[config.mk]
export PLATFORM = sky130hd
export DESIGN_NAME = calendar_set_ctrl
export DESIGN_NICKNAME = d
export VERILOG_FILES = /design/src/rtl/calendar_pkg.sv /design/src/rtl/calendar_prescaler.sv /design/src/rtl/calendar_set_ctrl.sv
export SDC_FILE = /design/constraint.sdc
export NUM_CORES = 1
export LEC_CHECK = 0
export CAP_MARGIN = 40
export CELL_PAD_IN_SITES_DETAIL_PLACEMENT = 0
export CELL_PAD_IN_SITES_GLOBAL_PLACEMENT = 1
export CORE_MARGIN = 2
export CORE_UTILIZATION = 44
export DETAILED_ROUTE_END_ITERATION = 12
export MAX_ROUTING_LAYER = met4
export PLACE_DENSITY = 0.94
export SLEW_MARGIN = 20
export SYNTH_ARGS = -nofsm -noshare
export SYNTH_HDL_FRONTEND = slang
export SYNTH_HIERARCHICAL = 1
export SYNTH_SLANG_ARGS = --single-unit
[constraint.sdc]
create_clock -name CLK -period 3.2 [get_ports CLK]
set_input_delay 0.64 -clock CLK [delete_from_list [all_inputs] [get_ports CLK]]
set_output_delay 0.64 -clock CLK [all_outputs]
set_load 0.02 [all_outputs]
[src/rtl/calendar_pkg.sv]
// Shared types and constants for the calendar time-set controller.
package calendar_pkg;

  localparam int unsigned TIME_W = 6;

  localparam logic [TIME_W-1:0] HOURS_MAX = 6'd23;
  localparam logic [TIME_W-1:0] MINS_MAX  = 6'd59;
  localparam logic [TIME_W-1:0] SECS_MAX  = 6'd59;

  typedef enum logic [2:0] {
    RUN,
    SET_H,
    SET_M,
    SET_S,
    COMMIT
  } state_e;

  // Wraps only on exact equality; out-of-range values simply step upward.
  function automatic logic [TIME_W-1:0] inc_wrap(input logic [TIME_W-1:0] v,
                                                 input logic [TIME_W-1:0] max_v);
    return (v == max_v) ? '0 : v + TIME_W'(1);
  endfunction

endpackage

[src/rtl/calendar_prescaler.sv]
// One-second prescaler: registered TICK after the wrap count, plus half-period
// strobe used to pace the set-mode blink.
module calendar_prescaler #(
  parameter int unsigned TICK_DIV = 1000
) (
  input  logic clk_i,
  input  logic rst_ni,
  input  logic clr_i,
  input  logic tick_en_i,
  output logic tick_o,
  output logic half_o
);

  localparam int unsigned CNT_W = $clog2(TICK_DIV);
  localparam logic [CNT_W-1:0] CNT_TOP  = CNT_W'(TICK_DIV - 1);
  localparam logic [CNT_W-1:0] CNT_HALF = CNT_W'(TICK_DIV / 2 - 1);

  logic [CNT_W-1:0] cnt_q, cnt_d;
  logic             tick_q, tick_d;
  logic             wrap;

  assign wrap = (cnt_q == CNT_TOP);

  always_comb begin
    cnt_d = cnt_q + CNT_W'(1);
    if (clr_i || wrap) cnt_d = '0;
  end

  assign tick_d = tick_en_i && !clr_i && wrap;

  always_ff @(posedge clk_i or negedge rst_ni) begin
    if (!rst_ni) begin
      cnt_q  <= '0;
      tick_q <= 1'b0;
    end else begin
      cnt_q  <= cnt_d;
      tick_q <= tick_d;
    end
  end

  assign tick_o = tick_q;
  assign half_o = wrap || (cnt_q == CNT_HALF);

endmodule

[src/rtl/calendar_set_ctrl.sv]
// Time-set controller: run-mode TICK generation, shadow-field editing with
// idle timeout, and a single-cycle LOAD commit to the calendar counter.
module calendar_set_ctrl
  import calendar_pkg::*;
#(
  parameter int unsigned TICK_DIV  = 1000,
  parameter int unsigned TIMEOUT_S = 30
) (
  input  logic              CLK,
  input  logic              RST_N,
  input  logic              MODE_BTN,
  input  logic              INC_BTN,
  input  logic [TIME_W-1:0] CUR_HOURS,
  input  logic [TIME_W-1:0] CUR_MINS,
  input  logic [TIME_W-1:0] CUR_SECS,
  output logic              TICK,
  output logic              LOAD,
  output logic [TIME_W-1:0] LD_HOURS,
  output logic [TIME_W-1:0] LD_MINS,
  output logic [TIME_W-1:0] LD_SECS,
  output logic [1:0]        SET_FIELD,
  output logic              BLINK
);

  localparam int unsigned IDLE_LIMIT = TIMEOUT_S * TICK_DIV;
  localparam int unsigned IDLE_W     = $clog2(IDLE_LIMIT + 1);
  localparam logic [IDLE_W-1:0] IDLE_LAST = IDLE_W'(IDLE_LIMIT - 1);

  state_e            state_q, state_d;
  logic [TIME_W-1:0] hrs_q, hrs_d, min_q, min_d, sec_q, sec_d;
  logic [IDLE_W-1:0] idle_q, idle_d;
  logic              load_q, load_d;
  logic              blink_q, blink_d;
  logic              in_set, timeout, half, pre_clr;

  // The prescaler keeps running in set states to pace BLINK; only TICK is gated.
  assign pre_clr = (state_q == RUN && MODE_BTN) || (state_q == COMMIT) || timeout;

  calendar_prescaler #(
    .TICK_DIV (TICK_DIV)
  ) u_prescaler (
    .clk_i     (CLK),
    .rst_ni    (RST_N),
    .clr_i     (pre_clr),
    .tick_en_i (state_q == RUN),
    .tick_o    (TICK),
    .half_o    (half)
  );

  assign in_set = (state_q == SET_H) || (state_q == SET_M) || (state_q == SET_S);

  always_comb begin
    state_d = state_q;
    hrs_d   = hrs_q;
    min_d   = min_q;
    sec_d   = sec_q;
    idle_d  = '0;
    timeout = 1'b0;
    blink_d = 1'b0;

    unique case (state_q)
      RUN: begin
        if (MODE_BTN) begin
          state_d = SET_H;
          hrs_d   = CUR_HOURS;
          min_d   = CUR_MINS;
          sec_d   = CUR_SECS;
        end
      end
      SET_H: begin
        if (MODE_BTN)     state_d = SET_M;
        else if (INC_BTN) hrs_d = inc_wrap(hrs_q, HOURS_MAX);
      end
      SET_M: begin
        if (MODE_BTN)     state_d = SET_S;
        else if (INC_BTN) min_d = inc_wrap(min_q, MINS_MAX);
      end
      SET_S: begin
        if (MODE_BTN)     state_d = COMMIT;
        else if (INC_BTN) sec_d = inc_wrap(sec_q, SECS_MAX);
      end
      COMMIT:  state_d = RUN;
      default: state_d = RUN;
    endcase

    if (in_set && !MODE_BTN && !INC_BTN) begin
      if (idle_q == IDLE_LAST) begin
        timeout = 1'b1;
        state_d = RUN;
      end else begin
        idle_d = idle_q + IDLE_W'(1);
      end
    end

    if ((state_d == SET_H) || (state_d == SET_M) || (state_d == SET_S)) begin
      if (state_q == RUN) blink_d = 1'b1;
      else                blink_d = half ? ~blink_q : blink_q;
    end

    load_d = (state_d == COMMIT);
  end

  always_ff @(posedge CLK or negedge RST_N) begin
    if (!RST_N) begin
      state_q <= RUN;
      hrs_q   <= '0;
      min_q   <= '0;
      sec_q   <= '0;
      idle_q  <= '0;
      load_q  <= 1'b0;
      blink_q <= 1'b0;
    end else begin
      state_q <= state_d;
      hrs_q   <= hrs_d;
      min_q   <= min_d;
      sec_q   <= sec_d;
      idle_q  <= idle_d;
      load_q  <= load_d;
      blink_q <= blink_d;
    end
  end

  always_comb begin
    unique case (state_q)
      SET_H:   SET_FIELD = 2'd1;
      SET_M:   SET_FIELD = 2'd2;
      SET_S:   SET_FIELD = 2'd3;
      default: SET_FIELD = 2'd0;
    endcase
  end

  assign LOAD     = load_q;
  assign BLINK    = blink_q;
  assign LD_HOURS = hrs_q;
  assign LD_MINS  = min_q;
  assign LD_SECS  = sec_q;

endmodule
# Word-level counts from Yosys, hierarchy flattened
# Cells that the tools add are included.
[totals]
ff_bits = 49
out_inout_bits = 23
elab_cells = 91
[classes]
n_eq_ne = 22
add_sub_neg = 5
bitwise = 1
n_reduce_logical = 23
mux = 31
[op_table]
columns = ["cell", "n"]
rows = [
  ["2-to-1 mux 6 bit", 12],
  ["one-hot mux 6 bit (2 select lines)", 3],
  ["2-to-1 mux 15 bit", 2],
  ["adder 6 x 1 -> 6 bit (second input constant)", 3],
  ["2-to-1 mux 3 bit", 6],
  ["adder 15 x 1 -> 15 bit (second input constant)", 1],
  ["== test 15 bit (second input constant)", 1],
  ["!= test 2 bit (second input constant)", 7],
  ["== test 3 x 2 -> 1 bit (second input constant)", 4],
  ["== test 6 bit (second input constant)", 2],
  ["one-hot mux 3 bit (4 select lines)", 1],
  ["AND reduction 4 bit", 3],
  ["adder 10 x 1 -> 10 bit (second input constant)", 1],
  ["== test 10 bit (second input constant)", 1],
  ["== test 10 x 9 -> 1 bit (second input constant)", 1],
  ["2-to-1 mux 10 bit", 1],
  ["logical OR 1 bit", 8],
  ["== test 3 x 1 -> 1 bit (second input constant)", 2],
  ["== test 3 bit (second input constant)", 2],
  ["== test 6 x 5 -> 1 bit (second input constant)", 1],
  ["one-hot mux 2 bit (3 select lines)", 1],
  ["nonzero test 2 bit", 3],
  ["logical AND 1 bit", 5],
  ["2-to-1 mux 1 bit", 5],
  ["4 further kinds", 6],
]

# Logic depth before layout (Yosys ltp)
[depth]
word_depth = 10
mapped_depth = 7
depth_no_buf = 7

# By module
# Netlist, hierarchy kept.
[by_module_without_submodules]
columns = ["module", "area_per_inst_um2", "cells_per_inst", "instances"]
rows = [
  ["calendar_set_ctrl", 2228.4, 242, 1],
  ["calendar_prescaler", 583.1, 57, 1],
]

# Least setup slack after synthesis
# Ideal clock, no wire load.
[synth_path]
path_kind = "input to register"
startpoint = "input MODE_BTN"
endpoint = "register u_prescaler.cnt_q[2]"
setup_ns = 0.139
path_stages = 6
required_time_ns = 3.061
slack_ns = 1.204
arrival_time_ns = 1.857
cell_sequence = "buf_4 or4_1 o21ai_0 inv_1 o31ai_2 nor2_1"
[synth_between]
elab_chain_len = 7
word_cells_on_any_way = 9
classes_between = "2 x mux; 7 x reduce/logical"
[synth_rtl]
columns = ["element", "line", "rtl"]
rows = [
  ["start: declaration", "calendar_set_ctrl.sv:11", "input logic MODE_BTN,"],
  ["zero test 1 bit", "calendar_set_ctrl.sv:86", "if (in_set && !MODE_BTN && !INC_BTN) begin"],
  ["logical AND 1 bit (2 in a row)", "calendar_set_ctrl.sv:86", ""],
  ["2-to-1 mux 1 bit", "calendar_set_ctrl.sv:86", ""],
  ["logical OR 1 bit (*)", "calendar_set_ctrl.sv:37", "assign pre_clr = (state_q == RUN && MODE_BTN) || (state_q == COMMIT) || timeout;"],
  ["net pre_clr", "calendar_set_ctrl.sv:34", "logic in_set, timeout, half, pre_clr;"],
  ["logical OR 1 bit (*)", "calendar_prescaler.sv:26", "if (clr_i || wrap) cnt_d = '0;"],
  ["2-to-1 mux 10 bit (*)", "calendar_prescaler.sv:26", ""],
  ["net u_prescaler.cnt_d[2]", "calendar_prescaler.sv:18", "logic [CNT_W-1:0] cnt_q, cnt_d;"],
  ["end signal: assignment", "calendar_prescaler.sv:36", "cnt_q <= cnt_d;"],
  ["end: declaration", "calendar_prescaler.sv:18", ""],
]
# The timed path passes the listed nets; every way through them passes the cells marked *.
# A chain may end at the register's enable or synchronous reset.

# Worst setup path after layout
[layout_path]
startpoint = "register state_q[1]"
endpoint = "output SET_FIELD[1]"
[layout_between]
elab_chain_len = 2
word_cells_on_any_way = 4
classes_between = "3 x eq/ne; 1 x mux"
[layout_rtl]
columns = ["element", "line", "rtl"]
rows = [
  ["start: declaration", "calendar_set_ctrl.sv:29", "state_e state_q, state_d;"],
  ["start signal: assignment", "calendar_set_ctrl.sv:113", "state_q <= state_d;"],
  ["== test 3 x 2 -> 1 bit / == test 3 x 1 -> 1 bit (equally long branches)", "calendar_set_ctrl.sv:124", "unique case (state_q)"],
  ["one-hot mux 2 bit (3 select lines) (*)", "calendar_set_ctrl.sv:124", ""],
  ["end: declaration", "calendar_set_ctrl.sv:21", "output logic [1:0] SET_FIELD,"],
]
# Mark *: on every way between the ends. The rest lies on a longest branch, timed or not.

==> flow_summary.toml <==
[yosys]
ys_seq_elements = 49
synth_area_per_cell_um2 = 9.40
synth_fp_nets = 327
synth_top_area_share_pct = 43.6
synth_ff_type = "dfrtp_1"
yosysTopAreaCell = "dfrtp_1"
ys_seq_area_share_pct = 43.6
synth_area_leaders = "dfrtp_1 44%, nor2_1 4.3%, xnor2_1 4.0%"
async_flop_share_pct = 100
yosys_warnings = 6
netlist_top_cells_count = "49 x dfrtp_1, 32 x nor2_1, 23 x nand2_1"
syn_inst = 299
syn_area_um2 = 2810
synth-edff-count = 0
synth.distinct_cells = 55
yosysMostFrequentCell = "dfrtp_1"

[worst_setup_path]
cp-startpoint = "state_q[1]$_DFF_PN0_"
worstPathRequired_ns = 2.56
critical_path_peak_fanout = 14
r2r_slack_ns = 1.07
start_kind = "flip-flop"
endpoint_kind = "primary output"
crit_type = "flip-flop to primary output"
r2r-end = "u_prescaler/cnt_q[2]$_DFF_PN0_"
arrival_ns = 1.81
reg2regPathDepth = 6
regToRegStartpoint = "state_q[0]$_DFF_PN0_"

[drt]
drt_iter0_markers = 136
wl_per_cell_um = 13.8
ant_nets = 0
drc = 0
vias_per_cell = 5.56
drtPass1Iterations = 4
via_count = 2326
drt_wl_total_mm = 5.77

[clock_network]
clk_latency_ns = 0.30
cts_root_buffer = "clkbuf_8"
cts_htree_levels = 2
clk_pin_slew_ns = 0.09
cts_made_buffers = 5
postCtsSetupRepairBufs = 0
cts_tree = "yes"
hold_buffers = 0
cts_sinks = 49
cts_buffer_depth = 2
cts_resized = 0

[floorplanning]
dieArea_um2 = 7050
die_w_um = 83.9
row_count = 29
pin_count = 45
start_util_pct = 44.8
die_h_um = 83.9
core_um2 = 6280

[power]
p_leak_nw = 1.38
pwr-share-clk_pct = 18.6
netSwitchingFraction_pct = 40.7
netSwitchingPower_mw = 1.14
finalPower_mw = 2.80
combPwrFrac_pct = 42.2
intPower_mw = 1.66
ir_worst_vdd_v = 0.000475
p_per_area_nw_per_um2 = 818
sequentialPowerShare_pct = 39.2

[sta]
hold_violations = 0
setup_ws_ns = 0.753
setup_violations = 0
min_period_ns = 2.45
min_period_over_period_pct = 76.5
whs_ns = 0.372
rsz0062_at_grt = "no"
fmax_ghz = 0.409
relSlewSlack_pct = 53.8
tightest_slew_ns = 0.693
clock_skew_ns = 0.00809
slew_violations = 0
final.setup.tns_ns = 0

[placement]
dpl_cell_area_um2 = 3290
placed_cells = 410
dp_hpwl_mm = 4.09
globalplace.congestion = 0.770
place_ws_ns = 0.634
port_buffers = 44

[finish]
fin_util_pct = 54.6
drive_gt1_share_pct = 5.57
syn_to_final_growth_pct = 21.9
n_fill_cell = 568
final_cell_count_no_fill = 418
fin_area_um2 = 3430
layout.nets = 368
diodes = 0

[global_routing]
grt_use_total_pct = 17.7
antenna_found_initial = 0
grt_overflow = 0
grt_pass1_wl_mm = 10.1
grt_pass1_vias = 2145
grt_max_degree = 29

[run_status]
status = "finished clean"

[flow_run]
maxCapViolations = 0

[worst_hold_path]
min_path_type = "input pin to asynchronous set/reset pin"
==> placed cells by master, fill, tap and decap left out, types with 3 or more instances in the layout <==
cell type        synthesis  final
a211oi_1                 5      5
a21oi_1                 15     15
a31oi_1                  3      3
and3_1                   6      6
and4b_1                  4      4
clkbuf_8                 0      5
clkdlybuf4s50_1          0     43
dfrtp_1                 49     49
ha_1                     6      6
inv_1                    7      7
mux2i_1                  4      4
nand2_1                 23     23
nand3_1                 11     11
nand3b_1                 3      3
nand4_1                  5      5
nand4b_1                 3      3
nor2_1                  32     32
nor2b_1                  5      5
nor3_1                   9      9
nor4_1                   6      6
o211ai_1                 3      3
o21ai_0                 22     22
o21ai_1                  6      6
o31a_1                   3      3
or3_1                    4      4
xnor2_1                 13     13
xor2_1                   6      6
==> logic make-up (layout without fill, tap and decap cells) <==
logic type	Yosys count	count (layout)	synth area share (%)
and+or+nand+nor	128	128	25.8
DFF	49	49	43.6
adders and majority gates	6	6	2.67
buffers and inverters	20	62	4.18
AOI/OAI and AO/OA	73	73	16.4
muxes	4	4	1.42
xor gates and xnor gates	19	19	5.92
==> power groups by stage <==
stage,registers [mW],clock network (mW),logic (mW)
floorplan,1.13,0,0.755
global placement,1.10,0,1.16
detailed placement,1.11,0,1.19
CTS,1.10,0.538,1.20
global route,1.15,0.566,1.31
finish,1.10,0.520,1.18
==> sequential cells by signal (all words and copies together), names as in the netlist <==
register            cells
LD_MINS                 6
LD_SECS                 6
state_q                 3
LD_HOURS                6
idle_q                 15
u_prescaler/tick_o      1
LOAD                    1
u_prescaler/cnt_q      10
BLINK                   1
==> final cells by class <==
cell class | count | area [um^2] | share of cell area [%]
Multi-Input combinational cell | 230 | 1470 | 42.8
Sequential cell | 49 | 1230 | 35.8
Inverter | 7 | 26.3 | 0.766
Tap cell | 77 | 96.3 | 2.81
Clock inverter | 3 | 65.1 | 1.90
Clock buffer | 5 | 68.8 | 2.01
Timing Repair Buffer | 47 | 478 | 13.9
==> critical path, stage by stage, from the launching register on <==
cell             delay (ns)
dfrtp_1                0.59
nor2b_1                0.27
clkdlybuf4s50_1        0.64
==> layer usage <==
| layer | vias up | global-route usage [%] | wire length (um) |
|---|---|---|---|
| li1 | 1174 | - | - |
| met1 | 1110 | 24.6 | 2790 |
| met2 | 36 | 27.0 | 2720 |
| met3 | 6 | 3.46 | 196 |
| met4 | 0 | 4.11 | 53 |
| met5 | - | - | 0 |
==> how the worst max path moves through the flow <==
stage	to	cells after the start
after CTS	SET_FIELD[1]	2
after global routing	SET_FIELD[1]	2
after global placement	u_prescaler/cnt_q[2]$_DFF_PN0_	6
after detailed placement	u_prescaler/cnt_q[2]$_DFF_PN0_	6
after floorplan	u_prescaler/cnt_q[2]$_DFF_PN0_	6
final	SET_FIELD[1]	2
(Power assumes the default switching activity.)
